[src/rtl/fifo_ring_buffer_if.sv]
// Handshake and status bundle between the ring-buffer FIFO and the UART/host logic.
interface fifo_ring_buffer_if #(
  parameter int DATA_W = 8,
  parameter int DEPTH  = 16
);
  localparam int LW = $clog2(DEPTH + 1);

  logic              flush;
  logic              clr_err;
  logic              wr_en;
  logic [DATA_W-1:0] wr_data;
  logic              rd_en;
  logic [DATA_W-1:0] rd_data;
  logic              rd_valid;
  logic              full;
  logic              empty;
  logic              almost_full;
  logic              almost_empty;
  logic [LW-1:0]     level;
  logic              overflow;
  logic              underflow;

  modport master (
    output flush, clr_err, wr_en, wr_data, rd_en,
    input  rd_data, rd_valid, full, empty, almost_full, almost_empty,
           level, overflow, underflow
  );

  modport slave (
    input  flush, clr_err, wr_en, wr_data, rd_en,
    output rd_data, rd_valid, full, empty, almost_full, almost_empty,
           level, overflow, underflow
  );
endinterface

[src/rtl/fifo_ring_buffer.sv]
// Single-clock circular-buffer FIFO with wrap-around pointers, threshold flags,
// sticky error flags and synchronous flush.
module fifo_ring_buffer #(
  parameter int DATA_W   = 8,
  parameter int DEPTH    = 16,
  parameter int AF_LEVEL = 14,
  parameter int AE_LEVEL = 2
) (
  input logic               slow_clk,
  input logic               nreset,
  fifo_ring_buffer_if.slave bus
);
  localparam int LW = $clog2(DEPTH + 1);
  localparam int PW = $clog2(DEPTH);

  logic [DATA_W-1:0] mem [DEPTH];
  logic [PW-1:0]     wr_ptr;
  logic [PW-1:0]     rd_ptr;
  logic [LW-1:0]     level;
  logic [DATA_W-1:0] rd_data;
  logic              rd_valid;
  logic              overflow;
  logic              underflow;
  logic              empty;
  logic              full;
  logic              rd_ok;
  logic              wr_ok;

  // Explicit wrap so DEPTH need not be a power of two.
  function automatic logic [PW-1:0] ptr_inc(input logic [PW-1:0] p);
    return (p == PW'(DEPTH - 1)) ? '0 : p + 1'b1;
  endfunction

  assign empty = (level == '0);
  assign full  = (level == LW'(DEPTH));

  // A full FIFO still accepts a write when a read frees a slot in the same cycle.
  assign rd_ok = bus.rd_en & ~empty;
  assign wr_ok = bus.wr_en & (~full | rd_ok);

  always_ff @(posedge slow_clk) begin
    if (wr_ok && !bus.flush) begin
      mem[wr_ptr] <= bus.wr_data;
    end
  end

  always_ff @(posedge slow_clk or posedge nreset) begin
    if (nreset) begin
      wr_ptr    <= '0;
      rd_ptr    <= '0;
      level     <= '0;
      rd_data   <= '0;
      rd_valid  <= 1'b0;
      overflow  <= 1'b0;
      underflow <= 1'b0;
    end else if (bus.flush) begin
      wr_ptr    <= '0;
      rd_ptr    <= '0;
      level     <= '0;
      rd_valid  <= 1'b0;
      overflow  <= 1'b0;
      underflow <= 1'b0;
    end else begin
      rd_valid <= rd_ok;
      if (rd_ok) begin
        rd_data <= mem[rd_ptr];
        rd_ptr  <= ptr_inc(rd_ptr);
      end
      if (wr_ok) begin
        wr_ptr <= ptr_inc(wr_ptr);
      end
      level     <= level + LW'(wr_ok) - LW'(rd_ok);
      // A new error event in the same cycle as clr_err keeps the flag set.
      overflow  <= (overflow  & ~bus.clr_err) | (bus.wr_en & ~wr_ok);
      underflow <= (underflow & ~bus.clr_err) | (bus.rd_en & ~rd_ok);
    end
  end

  assign bus.rd_data      = rd_data;
  assign bus.rd_valid     = rd_valid;
  assign bus.level        = level;
  assign bus.empty        = empty;
  assign bus.full         = full;
  assign bus.almost_full  = (level >= LW'(AF_LEVEL));
  assign bus.almost_empty = (level <= LW'(AE_LEVEL));
  assign bus.overflow     = overflow;
  assign bus.underflow    = underflow;
endmodule

[src/flat_wrapper.sv]
// flat-port wrapper written by rule: the top's interface ports become plain ports
module fifo_ring_buffer_flat 
#(
  parameter int DATA_W   = 8,
  parameter int DEPTH    = 16,
  parameter int AF_LEVEL = 14,
  parameter int AE_LEVEL = 2
)
  (slow_clk, nreset, bus_flush, bus_clr_err, bus_wr_en, bus_wr_data, bus_rd_en, bus_rd_data, bus_rd_valid, bus_full, bus_empty, bus_almost_full, bus_almost_empty, bus_level, bus_overflow, bus_underflow);
  fifo_ring_buffer_if #(.DATA_W(DATA_W), .DEPTH(DEPTH)) bus_i ();
  input logic slow_clk;
  input logic nreset;
  input wire logic [$bits(bus_i.flush)-1:0] bus_flush;
  input wire logic [$bits(bus_i.clr_err)-1:0] bus_clr_err;
  input wire logic [$bits(bus_i.wr_en)-1:0] bus_wr_en;
  input wire logic [$bits(bus_i.wr_data)-1:0] bus_wr_data;
  input wire logic [$bits(bus_i.rd_en)-1:0] bus_rd_en;
  output wire logic [$bits(bus_i.rd_data)-1:0] bus_rd_data;
  output wire logic [$bits(bus_i.rd_valid)-1:0] bus_rd_valid;
  output wire logic [$bits(bus_i.full)-1:0] bus_full;
  output wire logic [$bits(bus_i.empty)-1:0] bus_empty;
  output wire logic [$bits(bus_i.almost_full)-1:0] bus_almost_full;
  output wire logic [$bits(bus_i.almost_empty)-1:0] bus_almost_empty;
  output wire logic [$bits(bus_i.level)-1:0] bus_level;
  output wire logic [$bits(bus_i.overflow)-1:0] bus_overflow;
  output wire logic [$bits(bus_i.underflow)-1:0] bus_underflow;
  assign bus_i.flush = bus_flush;
  assign bus_i.clr_err = bus_clr_err;
  assign bus_i.wr_en = bus_wr_en;
  assign bus_i.wr_data = bus_wr_data;
  assign bus_i.rd_en = bus_rd_en;
  assign bus_rd_data = bus_i.rd_data;
  assign bus_rd_valid = bus_i.rd_valid;
  assign bus_full = bus_i.full;
  assign bus_empty = bus_i.empty;
  assign bus_almost_full = bus_i.almost_full;
  assign bus_almost_empty = bus_i.almost_empty;
  assign bus_level = bus_i.level;
  assign bus_overflow = bus_i.overflow;
  assign bus_underflow = bus_i.underflow;
  fifo_ring_buffer #(.DATA_W(DATA_W), .DEPTH(DEPTH), .AF_LEVEL(AF_LEVEL), .AE_LEVEL(AE_LEVEL)) u_core (.slow_clk(slow_clk), .nreset(nreset), .bus(bus_i));
endmodule
[config.mk]
export PLATFORM = sky130hd
export DESIGN_NAME = fifo_ring_buffer_flat
export DESIGN_NICKNAME = d
export VERILOG_FILES = /design/src/rtl/fifo_ring_buffer_if.sv /design/src/rtl/fifo_ring_buffer.sv /design/src/flat_wrapper.sv
export SDC_FILE = /design/constraint.sdc
export NUM_CORES = 1
export LEC_CHECK = 0
export BUFFER_PORTS_ARGS = -buffer_cell sky130_fd_sc_hd__buf_4
export CORE_ASPECT_RATIO = 0.6
export CORE_MARGIN = 2
export CORE_UTILIZATION = 55
export DETAILED_ROUTE_END_ITERATION = 16
export PLACE_DENSITY = 0.72
export SYNTH_ARGS = -nofsm -noshare
export SYNTH_HDL_FRONTEND = slang
export SYNTH_SLANG_ARGS = --single-unit
[constraint.sdc]
create_clock -name slow_clk -period 3.52 [get_ports slow_clk]
set_clock_uncertainty 0.1 [all_clocks]
set_input_delay 0.528 -clock slow_clk [delete_from_list [all_inputs] [get_ports slow_clk]]
set_output_delay 0.528 -clock slow_clk [all_outputs]
set_load 0.1 [all_outputs]
# [Word level (Yosys, flattened, before mapping)]
# Memory sizes are Yosys's and may differ from the RTL's. A register that Yosys moved wholly into a read port is not among the register bits.
# Index checks and enable logic that the tools add are counted.
[classes] n_mux=12 n_lt_le_gt_ge=2 eq_ne=3 bitwise_logic=15 n_addsub=4 n_reduce_logical=6
[op_table] cell="4-bit two-way mux" count=6
[op_table] cell="4-bit by 1-bit adder with 4-bit output (second input constant)" count=2
[op_table] cell="4-bit equality test (second input constant)" count=2
[op_table] cell="1-bit AND" count=6
[op_table] cell="1-bit NOT" count=6
[op_table] cell="5-bit by 1-bit adder with 5-bit output" count=1
[op_table] cell="5-bit equality test (second input constant)" count=1
[op_table] cell="5-bit by 4-bit greater-or-equal comparator with 1-bit output (second input constant)" count=1
[op_table] cell="5-bit by 2-bit less-or-equal comparator with 1-bit output (second input constant)" count=1
[op_table] cell="5-bit zero test" count=1
[op_table] cell="1-bit two-way mux" count=5
[op_table] cell="5-bit two-way mux" count=1
[op_table] cell="5-bit by 1-bit subtractor with 5-bit output" count=1
[op_table] cell="2-bit nonzero test" count=2
[op_table] cell="1-bit bitwise OR" count=3
[op_table] cell="2-bit AND reduction" count=1
[op_table] cell="1-bit logical AND" count=1
[op_table] cell="1-bit zero test" count=1
[totals] out_inout_bits=20 in_bits=14 regBits=16 ramBits=128 elab_cells=49 memories=1
[mem_list] name="u_core.mem" words=16 width=8 rd=1 rd_clocked_by_memory_dff=1 wr=1 line_no="fifo_ring_buffer.sv:16" source="logic [DATA_W-1:0] mem [DEPTH];"

# [Longest topological paths before layout]
# Gate-level depths: netlist of run 1.
[depth] word_depth=9 depth_mapped=14

# [Worst setup path before layout of run 1]
# OpenSTA, ideal clock, no wires.
[synth_path] kind="flip-flop to output port" start="register u_core.level[1], in the netlist u_core.bus.level[1]" end="output port bus_almost_empty" setup_slack_ns=-1.535 stages_incl_launch_ff=3 path_buffers=0 required_time_ns=2.892 t_arrival_ns=4.427 path_cell_list="dfrtp_1 > inv_1 > o41ai_1"
[synth_between] elab_chain_len=1
[synth_lines] element="start, declared" line_no="fifo_ring_buffer.sv:19" source="logic [LW-1:0] level;"
[synth_lines] element="start signal, assigned" line_no="fifo_ring_buffer.sv:72" source="level <= level + LW'(wr_ok) - LW'(rd_ok);"
[synth_lines] element="5-bit by 2-bit less-or-equal comparator with 1-bit output" line_no="fifo_ring_buffer.sv:85" source="assign bus.almost_empty = (level <= LW'(AE_LEVEL));"
[synth_lines] element="end, declared" line_no="flat_wrapper.sv:23" source="output wire logic [$bits(bus_i.almost_empty)-1:0] bus_almost_empty;"
# No other way between the ends.

# [Final worst setup path of run 1]
[layout_path] start="register u_core.level[2], in the netlist u_core.bus.level[2]" end="register u_core.level[4], in the netlist u_core.bus.level[4]"
[layout_between] elab_chain_len=8 elab_cells_between_ends=10
[layout_lines] element="5-bit zero test" line_no="fifo_ring_buffer.sv:34" source="assign empty = (level == '0);"
[layout_lines] element="1-bit NOT" line_no="fifo_ring_buffer.sv:38" source="assign rd_ok = bus.rd_en & ~empty;"
[layout_lines] element="1-bit AND" line_no="fifo_ring_buffer.sv:38"
[layout_lines] element="1-bit bitwise OR" line_no="fifo_ring_buffer.sv:39" source="assign wr_ok = bus.wr_en & (~full | rd_ok);"
[layout_lines] element="1-bit AND" line_no="fifo_ring_buffer.sv:39"
[layout_lines] element="5-bit by 1-bit adder with 5-bit output" line_no="fifo_ring_buffer.sv:72"
[layout_lines] element="5-bit by 1-bit subtractor with 5-bit output *" line_no="fifo_ring_buffer.sv:72"
[layout_lines] element="5-bit two-way mux *" line_no="fifo_ring_buffer.sv:56" source="end else if (bus.flush) begin"
# Every way passes the cells marked *; elsewhere a longest branch is shown, timed or not.
# A chain may end at the register's enable or synchronous reset.

==> results of run 1 <==
==> power by group through the flow <==
| stage | combinational, mW | clock, mW | sequential (mW) |
|---|---|---|---|
| global route | 1.78 | 1.85 | 2.22 |
| finish | 1.68 | 1.74 | 2.20 |
| floorplan | 0.866 | 0 | 2.69 |
| global placement | 1.66 | 0 | 2.23 |
| CTS | 1.69 | 1.77 | 2.20 |
| detailed placement | 1.68 | 0 | 2.24 |
==> sequential cells by signal (all words and copies together) (netlist names) <==
name and count:
u_core.rd_ptr 4, u_core.wr_ptr 4, u_core.bus.underflow 1, u_core.mem 128, u_core.bus.rd_data 8, u_core.bus.rd_valid 1, u_core.bus.level 5, u_core.bus.overflow 1
==> cell type report <==
type | count | share of cell area
clock buffer | 17 | 0.0576
timing repair buffer | 54 | 0.0549
tap | 144 | 0.0244
sequential | 152 | 0.604
multi-input combinational | 162 | 0.229
inverter | 20 | 0.0108
clock inverter | 15 | 0.0197
==> worst max-delay path, stage by stage, from the launching register on <==
cell and delay, ns:
dfrtp_4 0.51, inv_4 0.08, ha_4 0.15, nor4b_4 0.39, nand2b_1 0.24, inv_1 0.10, ha_2 0.26, inv_1 0.05
ha_1 0.17, inv_1 0.06, fa_2 0.34, o21bai_1 0.14, a21oi_1 0.09, xnor2_1 0.16, nor2_1 0.05
==> cells in the mapped netlist (all sizes together) <==
cell	number
nor4	2
a32oi	1
o21bai	2
a31oi	1
clkbuf	4
edfxtp	128
a21oi	6
nor2	23
buf	10
dfrtp	24
nand2b	4
nor3	4
mux2i	1
or4	1
or3b	1
nand4bb	1
mux4	32
nand2	22
or3	1
ha	15
fa	1
o211ai	9
a211oi	1
xnor2	5
inv	20
o41ai	1
xor2	1
o21ai	4
a22oi	17
and2	2
nor4b	1
nor3b	1
nor2b	1
a21o	1
==> metrics by stage <==
step | hold slack [ns] | area, µm² | setup TNS (ns)
floorplan | 0.442 | 6320 | -0.711
global placement | 0.395 | 6810 | 0
detailed placement | 0.414 | 6810 | 0
CTS | 0.280 | 7380 | 0
global route | 0.318 | 7380 | 0
finish | 0.247 | 7380 | 0
==> worst max-delay path by stage <==
| stage | from | to | cells past startpoint |
|---|---|---|---|
| 5_1_grt | u_core.bus.level[2] | u_core.bus.level[4] | 14 |
| 3_3_place_gp | u_core.bus.level[2] | u_core.bus.level[4] | 14 |
| 4_1_cts | u_core.bus.level[2] | u_core.bus.level[4] | 14 |
| 3_5_place_dp | u_core.bus.level[2] | u_core.bus.level[4] | 14 |
| 6_report | u_core.bus.level[2] | u_core.bus.level[4] | 14 |
| 2_1_floorplan | u_core.bus.level[2] | u_core.bus.level[4] | 14 |
==> kinds of logic after synthesis <==
kind of cell             synth area share
buffers and inverters              0.0267
XOR/XNOR                          0.00837
adder cells (fa/ha/maj)            0.0331
flip-flops                          0.708
AND/OR/NAND/NOR                    0.0522
multiplexers                        0.123
AO/OA/AOI/OAI                      0.0484
==> per-layer routing <==
layer  vias to the layer above  wire length, µm  track usage
li1                       1491                -            -
met1                      1779             6290        0.360
met2                       130             5990        0.349
met4                         0               83       0.0627
met3                         9              829       0.0536
met5                         -                0            0
==> summary.txt, run 1 <==
Outcome
  – Status: complete, no violations

Final layout
  – Fin util: 0.658
  – Post-Layout Cell Count: 564
  – Proportion of layout cells with a drive suffix above 1: 0.295
  – Fin nets: 437
  – Commonest non-fill, non-tap cell in the layout: edfxtp_1
  – Most frequent cells in the layout: 128 x edfxtp_1, 54 x buf_4, 23 x nor2_1, 22 x nand2_1, 21 x mux4_2
  – Antenna cells: 0
  – Area Growth Syn to Fin: 17.6%
  – Register area: 4460 µm²
  – Area occupied by multi-input gates: 1690 µm²
  – Fillers: 754

STA
  – Fmax: 332 MHz
  – Normalized max-slew margin: 0.331
  – Period minus WS final: 3.01 ns
  – RSZ-0062 raised after global routing: no
  – Period utilisation layout: 0.856
  – Final setup fails: 0
  – Final worst slack: 0.505 ns
  – Final Hold Fails: 0
  – Final Max Slew Viols: 0
  – Worst-Margin Slew: 1.00 ns

Power and ir drop
  – Lkg Pwr: 2.65 nW
  – Internal Power: 3.57 mW
  – Power per cell area: 762 nW/µm²
  – Final Power: 5.63 mW
  – Clock share of power: 0.310
  – Sw Share: 0.366
  – Peak supply drop: 0.377 mV
  – Net Switching: 2.06 mW
  – Comb power frac: 0.299
  – Flop pwr share: 0.392

Drt
  – DRT iter0 DRCs: 326
  – Antenna Violating Nets Remaining: 0
  – 1st-pass router iterations: 5
  – Routed vias/inst: 6.04
  – Vias: 3409
  – DRT Wirelength: 13200 µm
  – DRC: 0
  – Wire per inst: 23.4 µm

Floorplanning
  – Core Footprint: 11200 µm²
  – Initial Utilization: 0.559
  – Number of placement rows: 30
  – Die H: 86.7 µm
  – Die Area: 12300 µm²
  – Io pins: 34
  – Die X: 142 µm

Clock tree
  – Hold buffers post-CTS: 0
  – H-tree depth: 4
  – Num CTS Buffers: 17
  – Post-CTS sizing: 0
  – Clock transition at path regs: 0.07 ns
  – Root buffer cell: clkbuf_16
  – CTS max path bufs: 2
  – Clock latency on the worst-skew pair: 0.42 ns
  – CTS tree: yes
  – Post-CTS setup repair buffer count: 0
  – CTS sink count: 152

Placement
  – Placer congestion estimate: 0.796
  – IO buf count: 33
  – Dpl cells: 532
  – Placement Setup Slack: 0.534 ns
  – Post-detail-place hpwl: 8630 µm

Critical path
  – CP max FO: 7
  – Worst r2r src: u_core.bus.level[2]
  – Critical Path End Type: register
  – WP data required: 3.72 ns
  – Crit start category: register
  – Critical R2R Capture: u_core.bus.level[4]
  – R2R setup slack: 0.51 ns
  – Critical path type: register to register
  – Critical path arrival: 3.21 ns
  – R2R cell count: 14

Global routing
  – Pin count of the biggest net entering global routing: 36
  – First-pass GRT wire length: 20400 µm
  – GRT Util Overall: 0.235
  – Initial antenna violation count: 0
  – Vias in the first global route: 3440
  – Grt total ovfl: 0

Logic synthesis
  – Post-synth top area share: 0.612
  – Ranking of synthesized cells by area: edfxtp_1 61%, dfrtp_1 9.6%, mux4_2 7.5%
  – Dominant cell type by area after synthesis: edfxtp_1
  – Synth warn: 0
  – Syn Nets: 378
  – Sequential share of the synthesized area: 0.708
  – Synth Area per Inst: 18.0 µm²
  – Post-Syn Area: 6280 µm²
  – Register bit total from synthesis: 152
  – Cells after Synth: 348
  – Synth unique cells: 40

Flow run
  – Max_cap viols: 0

Worst hold path
  – Hold crit path type: input pin to asynchronous set/reset pin
(Power assumes the default switching activity.)
==> inputs of run 2 (changes only) <==
--- a/config.mk
+++ b/config.mk
@@ -10,7 +10,7 @@
 export CORE_MARGIN = 2
 export CORE_UTILIZATION = 55
 export DETAILED_ROUTE_END_ITERATION = 16
-export PLACE_DENSITY = 0.72
+export PLACE_DENSITY = 0.75
 export SYNTH_ARGS = -nofsm -noshare
 export SYNTH_HDL_FRONTEND = slang
 export SYNTH_SLANG_ARGS = --single-unit
==> constraint.sdc (replaced) <==
create_clock -name slow_clk -period 2.47 [get_ports slow_clk]
set_clock_uncertainty 0.1 [all_clocks]
set_input_delay 0.3705 -clock slow_clk [delete_from_list [all_inputs] [get_ports slow_clk]]
set_output_delay 0.3705 -clock slow_clk [all_outputs]
set_load 0.1 [all_outputs]
==> run 2 against run 1 <==
The run now ends with setup timing left; clock-buffer cell count unchanged; register-to-register slack got worse by 0.64 ns; combinational power increased by 67%; hold slack got worse by 0.074 ns; largest power group unchanged.
==> summary.txt, run 2 (synthesis results as in run 1) <==
Drt
  – DRC: 0 (unchanged)
  – DRT iter0 DRCs: 320 (-1.8%)
  – Antenna Violating Nets Remaining: 0 (unchanged)
  – 1st-pass router iterations: 5 (unchanged)
  – Wire per inst: 22.2 µm (-5.2%)
  – Vias: 3428 (+0.56%)
  – DRT Wirelength: 13000 µm (-1.5%)
  – Routed vias/inst: 5.85 (-3.2%)

Final layout
  – Area Growth Syn to Fin: 25.0%
  – Antenna cells: 0 (unchanged)
  – Biggest regs: u_core.mem (128), u_core.bus.rd_data (8), u_core.bus.level (5)
  – Most frequent cells in the layout: 128 x edfxtp_1, 65 x buf_4, 21 x mux4_2, 20 x nand2_1, 18 x dfrtp_1
  – Post-Layout Cell Count: 586 (+3.9%)
  – Commonest non-fill, non-tap cell in the layout: edfxtp_1
  – Proportion of layout cells with a drive suffix above 1: 0.391 (+0.0962)
  – Largest Register: u_core.mem
  – Fin nets: 459 (+5.0%)
  – Final instance area: 7850 µm² (+6.3%)
  – Max reg flops: 128 (unchanged)

Clock tree
  – H-tree depth: 4 (unchanged)
  – CTS max path bufs: 2 (unchanged)
  – Root buffer cell: clkbuf_16
  – Clock transition at path regs: 0.06 ns (about the same)
  – CTS sink count: 152 (unchanged)
  – CTS tree: yes
  – Num CTS Buffers: 17 (unchanged)
  – Clock latency on the worst-skew pair: 0.41 ns (about the same)

Global routing
  – Grt total ovfl: 0 (unchanged)
  – GRT Util Overall: 0.232 (-0.00308)
  – Vias in the first global route: 3519 (+2.3%)
  – Initial antenna violation count: 0 (unchanged)
  – Pin count of the biggest net entering global routing: 37 (+2.8%)
  – First-pass GRT wire length: 20200 µm (-0.71%)

Critical path
  – Critical R2R Capture: u_core.bus.level[4]
  – WP data required: 2.67 ns (-1.05 ns)
  – R2R cell count: 14 (unchanged)
  – CP max FO: 2 (-5)
  – R2R setup slack: -0.13 ns (-0.64 ns)
  – Worst r2r src: u_core.bus.level[2]
  – Critical path arrival: 2.80 ns (-0.41 ns)
  – Critical path type: register to register
  – Critical Path End Type: register
  – Crit start category: register

Placement
  – Post-detail-place hpwl: 8610 µm (-0.34%)
  – Placer congestion estimate: 0.800 (+0.43%)
  – Post-DP Area: 7170 µm² (+5.3%)
  – IO buf count: 33 (unchanged)
  – Placement Setup Slack: -0.121 ns (-0.655 ns)
  – Dpl cells: 549 (+3.2%)

Worst hold path
  – Hold path startpoint: bus_wr_data[6]
  – Hold endpoint: u_core.mem[6][6]
  – Hold depth: 1
  – Hold crit path type: input pin to register

STA
  – Fmax: 384 MHz (+16%)
  – Normalized max-slew margin: 0.376 (+0.0449)
  – Final Hold Fails: 0 (unchanged)
  – Period minus WS final: 2.60 ns (-0.411 ns)
  – Worst-Margin Slew: 0.929 ns (-0.0739 ns)
  – Final worst slack: -0.134 ns (-0.639 ns)
  – Final setup fails: 18 (+18)
  – Period utilisation layout: 1.05 (+0.198)
  – RSZ-0062 raised after global routing: yes
  – Final Max Slew Viols: 0 (unchanged)

Floorplanning
  – Initial Utilization: 0.559 (unchanged)
  – Io pins: 34 (unchanged)
  – Number of placement rows: 30 (unchanged)
  – Core Footprint: 11200 µm² (unchanged)
  – Die X: 142 µm (unchanged)
  – Die Area: 12300 µm² (unchanged)
  – Die H: 86.7 µm (unchanged)

Outcome
  – Failing checks: setup timing
  – Status: finished, violations left

Power and ir drop
  – Lkg Pwr: 2.79 nW (+5.1%)
  – Power per cell area: 1080 nW/µm² (+42%)
  – Peak supply drop: 0.552 mV (+46%)

Flow run
  – Max_cap viols: 0 (unchanged)
==> run 2: cell types whose count changed in the layout (fill, tap and decap cells not counted), moves of 6 or more <==
cell,previous run,this run
nor2_1,23,11
buf_12,0,9
nor2_2,0,12
buf_4,54,65
inv_1,17,11
==> run 2: per-stage QoR <==
stage               power, mW  utilization  hold slack (ns)  TNS, ns
floorplan                5.15            -            0.285   -51.02
global placement         5.75        0.639            0.389        0
detailed placement       5.82        0.639            0.402   -0.121
CTS                      8.43        0.695            0.154   -0.129
global route             8.81        0.699            0.173    -6.56
finish                   8.49        0.699            0.173   -0.548
==> run 2: repair_timing <==
action / in CTS / in global routing
resized for setup: 1 / 6
buffers inserted: 0 / 4
endpoints found under the setup margin: 1 / 103
hold endpoints to repair: 13 / 0
hold buffers: 1 / 0
pin swaps: 0 / 3
==> run 2: worst max path at each step <==
| stage | startpoint | end | slack, ns | depth (start not counted) |
|---|---|---|---|---|
| CTS | u_core.bus.level[2] | u_core.bus.level[4] | -0.13 | 14 |
| global placement | u_core.bus.level[2] | u_core.bus.level[4] | 0.009 | 14 |
| finish | u_core.bus.level[2] | u_core.bus.level[4] | -0.13 | 14 |
| detailed placement | u_core.bus.level[2] | u_core.bus.level[4] | -0.12 | 14 |
| floorplan | u_core.bus.level[2] | u_core.bus.level[4] | -1.33 | 14 |
| global route | u_core.bus.level[3] | u_core.bus.level[4] | -0.26 | 14 |
==> run 2: power breakdown <==
group / internal [mW] / total, mW / leakage (nW) / switching (mW)
combinational: 0.974 / 2.81 / 1.04 / 1.84
sequential: 2.94 / 3.07 / 1.46 / 0.126
clock: 1.59 / 2.61 / 0.288 / 1.02
total: 5.51 / 8.49 / 2.79 / 2.98
==> run 2: cell type report <==
cell class | instances | area [µm²]
clock buffers | 17 | 425
well taps | 144 | 180
inverters | 20 | 88.8
flip-flops and latches | 152 | 4460
fillers | 689 | 3380
clock inverters | 15 | 179
multi-input cells | 162 | 1820
repair buffers | 76 | 689
==> run 2: worst max-delay path: stages (launching register included) <==
cell,delay [ns]
dfrtp_4,0.48
inv_4,0.07
ha_4,0.13
nor4b_4,0.23
nand2b_4,0.20
inv_4,0.04
ha_4,0.21
inv_4,0.05
ha_4,0.13
inv_2,0.03
fa_2,0.34
o21bai_1,0.16
a21oi_1,0.10
xnor2_1,0.15
nor2_1,0.06
==> run 2: metal layers <==
layer  part of all wire  GRT usage  wire length [µm]
met4              0.012     0.0764               153
met1               0.47      0.355              6150
met5                  0          0                 0
met3              0.072     0.0525               940
met2               0.44      0.338              5760
==> inputs of run 3 (changes only) <==
==> constraint.sdc (replaced) <==
create_clock -name slow_clk -period 2.3 [get_ports slow_clk]
set_clock_uncertainty 0.1 [all_clocks]
set_input_delay 0.345 -clock slow_clk [delete_from_list [all_inputs] [get_ports slow_clk]]
set_output_delay 0.345 -clock slow_clk [all_outputs]
set_load 0.1 [all_outputs]
==> run 3 against run 2 <==
The run still ends with setup timing left; sequential power is 7.2% higher; first-iteration DRC count is 10% lower; total power is 12% higher; utilization is 3.5 points higher; critical path type unchanged; global-route usage is 0.60 points higher; register-to-register slack worse by 0.21 ns; die area stayed put; cell area is 5.0% higher.
==> summary.txt, run 3 (synthesis results as in run 1) <==
Clock tree
  – Clock transition at path regs: 0.06 ns (about the same)
  – Clock latency on the worst-skew pair: 0.42 ns (about the same)
  – Num CTS Buffers: 17 (unchanged)
  – Root buffer cell: clkbuf_16
  – H-tree depth: 4 (unchanged)
  – CTS tree: yes
  – CTS max path bufs: 2 (unchanged)
  – CTS sink count: 152 (unchanged)

Critical path
  – Critical Path End Type: register
  – WP data required: 2.50 ns (-0.17 ns)
  – Critical path arrival: 2.84 ns (+0.04 ns)
  – Worst-path cell chain: inv_4 -> ha_4 -> nor4b_4 -> nand2b_4 -> inv_4 -> ha_4 -> inv_2 -> ha_4 -> inv_2 -> fa_2 -> o21bai_1 -> a21oi_2 -> xnor2_1 -> nor2_1
  – CP peak stage delay: 0.49 ns (about the same)
  – WP buf/inv: 4 (unchanged)
  – Crit-path slowest cell: dfrtp_4
  – Crit start category: register
  – Critical Path Most Common Cell: ha_4
  – Critical path type: register to register
  – CP top delay family: adder cells
  – CP max FO: 2 (unchanged)

Drt
  – Routed vias/inst: 5.95 (+1.7%)
  – Antenna Violating Nets Remaining: 0 (unchanged)
  – DRC: 0 (unchanged)
  – 1st-pass router iterations: 4 (-1)
  – DRT Wirelength: 14000 µm (+7.9%)
  – Vias: 3569 (+4.1%)
  – Wire per inst: 23.4 µm (+5.4%)
  – DRT iter0 DRCs: 288 (-10%)

STA
  – Final Max Slew Viols: 0 (unchanged)
  – RSZ-0062 raised after global routing: yes
  – Period minus WS final: 2.64 ns (+0.0381 ns)
  – Period utilisation layout: 1.15 (+0.0945)
  – Final setup fails: 142 (+124)
  – Setup TNS: -30.66 ns (-30.11 ns)
  – WHS: 0.125 ns (-0.0479 ns)
  – Final worst slack: -0.342 ns (-0.208 ns)
  – Normalized max-slew margin: 0.304 (-0.0715)
  – Fmax: 379 MHz (-1.4%)
  – Final Hold Fails: 0 (unchanged)
  – Worst-Margin Slew: 1.04 ns (+0.106 ns)

Outcome
  – Status: finished, violations left
  – Failing checks: setup timing

Global routing
  – Pin count of the biggest net entering global routing: 37 (unchanged)
  – Initial antenna violation count: 0 (unchanged)
  – Grt total ovfl: 0 (unchanged)
  – Vias in the first global route: 3665 (+4.1%)
  – GRT Util Overall: 0.238 (+0.00598)
  – First-pass GRT wire length: 20700 µm (+2.2%)

Placement
  – IO buf count: 33 (unchanged)
  – Post-detail-place hpwl: 8870 µm (+3.1%)
  – Placer congestion estimate: 0.835 (+4.4%)
  – Dpl cells: 556 (+1.3%)

Final layout
  – Proportion of layout cells with a drive suffix above 1: 0.410 (+0.0187)
  – Commonest non-fill, non-tap cell in the layout: edfxtp_1
  – Largest Register: u_core.mem
  – Post-Layout Cell Count: 600 (+2.4%)
  – Biggest regs: u_core.mem (128), u_core.bus.rd_data (8), u_core.bus.level (5)
  – Fin nets: 473 (+3.1%)
  – Antenna cells: 0 (unchanged)
  – Most frequent cells in the layout: 128 x edfxtp_1, 54 x buf_4, 23 x buf_6, 21 x mux4_2
  – Max reg flops: 128 (unchanged)
  – Area Growth Syn to Fin: 31.2%

Flow run
  – Max_cap viols: 0 (unchanged)

Power and ir drop
  – Peak supply drop: 0.633 mV (+15%)
  – Power per cell area: 1150 nW/µm² (+6.5%)
  – Lkg Pwr: 2.91 nW (+4.4%)

Floorplanning
  – Initial Utilization: 0.559 (unchanged)
  – Die X: 142 µm (unchanged)
  – Io pins: 34 (unchanged)
  – Die H: 86.7 µm (unchanged)
  – Core Footprint: 11200 µm² (unchanged)
  – Die Area: 12300 µm² (unchanged)
  – Number of placement rows: 30 (unchanged)

Worst hold path
  – Hold crit path type: input pin to register
[run 3: cell count changes in the layout (fill, tap and decap cells not counted), sizes merged]
| cell | previous run | this run |
|---|---|---|
| buf | 75 | 89 |
| bufinv | 3 | 5 |
| clkbuf | 17 | 19 |
| clkinv | 9 | 8 |
| clkinvlp | 3 | 1 |
| inv | 20 | 19 |
[run 3: worst reg2reg max path: cells and delay by family (launching register included)]
| family | cells | cell delay (ns) |
|---|---|---|
| adders and majority gates | 4 | 0.81 |
| buffers and inverters | 4 | 0.20 |
| DFF | 1 | 0.49 |
| AOI/OAI and AO/OA | 2 | 0.26 |
| xor gates and xnor gates | 1 | 0.14 |
| and+or+nand+nor | 3 | 0.51 |
[run 3: routing by layer]
layer / GRT usage / routed length [µm]
met1: 0.359 / 6430
met2: 0.347 / 6580
met3: 0.0613 / 855
met5: 0 / 0
met4: 0.0782 / 163
[run 3: stage by stage]
step	power (mW)	cell area (µm²)	utilization	setup WS (ns)
after floorplan	5.53	6440	-	-1.50
after global placement	6.21	7230	0.644	-0.157
after detailed placement	6.28	7230	0.644	-0.262
after CTS	9.36	7930	0.706	-0.282
after global routing	9.82	8230	0.734	-0.428
final	9.49	8230	0.734	-0.342
[run 3: power breakdown]
part,leakage [nW],internal (mW),switching [mW]
Combinational,1.14,1.16,2.05
Sequential,1.46,3.16,0.132
Clock,0.310,1.92,1.06
Total,2.91,6.24,3.25
[run 3: path summary, 6_finish.rpt]
check	from	end	slack, ns	depth (start not counted)
setup / recovery	u_core.bus.level[2]	u_core.bus.level[4]	-0.34	14
min in group asynchronous	nreset	u_core.bus.level[2]	0.48	3
hold / removal	bus_wr_data[6]	u_core.mem[15][6]	0.12	1
setup reg to reg	u_core.bus.level[2]	u_core.bus.level[4]	-0.34	14
max in group asynchronous	nreset	u_core.bus.rd_data[3]	1.04	4
hold reg to reg	u_core.bus.rd_data[0]	u_core.bus.rd_data[0]	0.41	2
[run 3: area by class of cell]
type / instances / area, µm²
Clock buffer: 19 / 433
Timing Repair Buffer: 90 / 915
Fill cell: 644 / 2990
Inverter: 20 / 86.3
Tap cell: 144 / 180
Clock inverter: 13 / 203
Sequential cell: 152 / 4460
Multi-Input combinational cell: 162 / 1960
[run 3: repair_timing]
item | in CTS | in global routing
hold endpoints to repair | 13 | 0
hold buffers | 1 | 0
setup endpoints to repair | 111 | 141
buffers inserted | 2 | 10
pin swaps | 6 | 11
resized for setup | 12 | 43
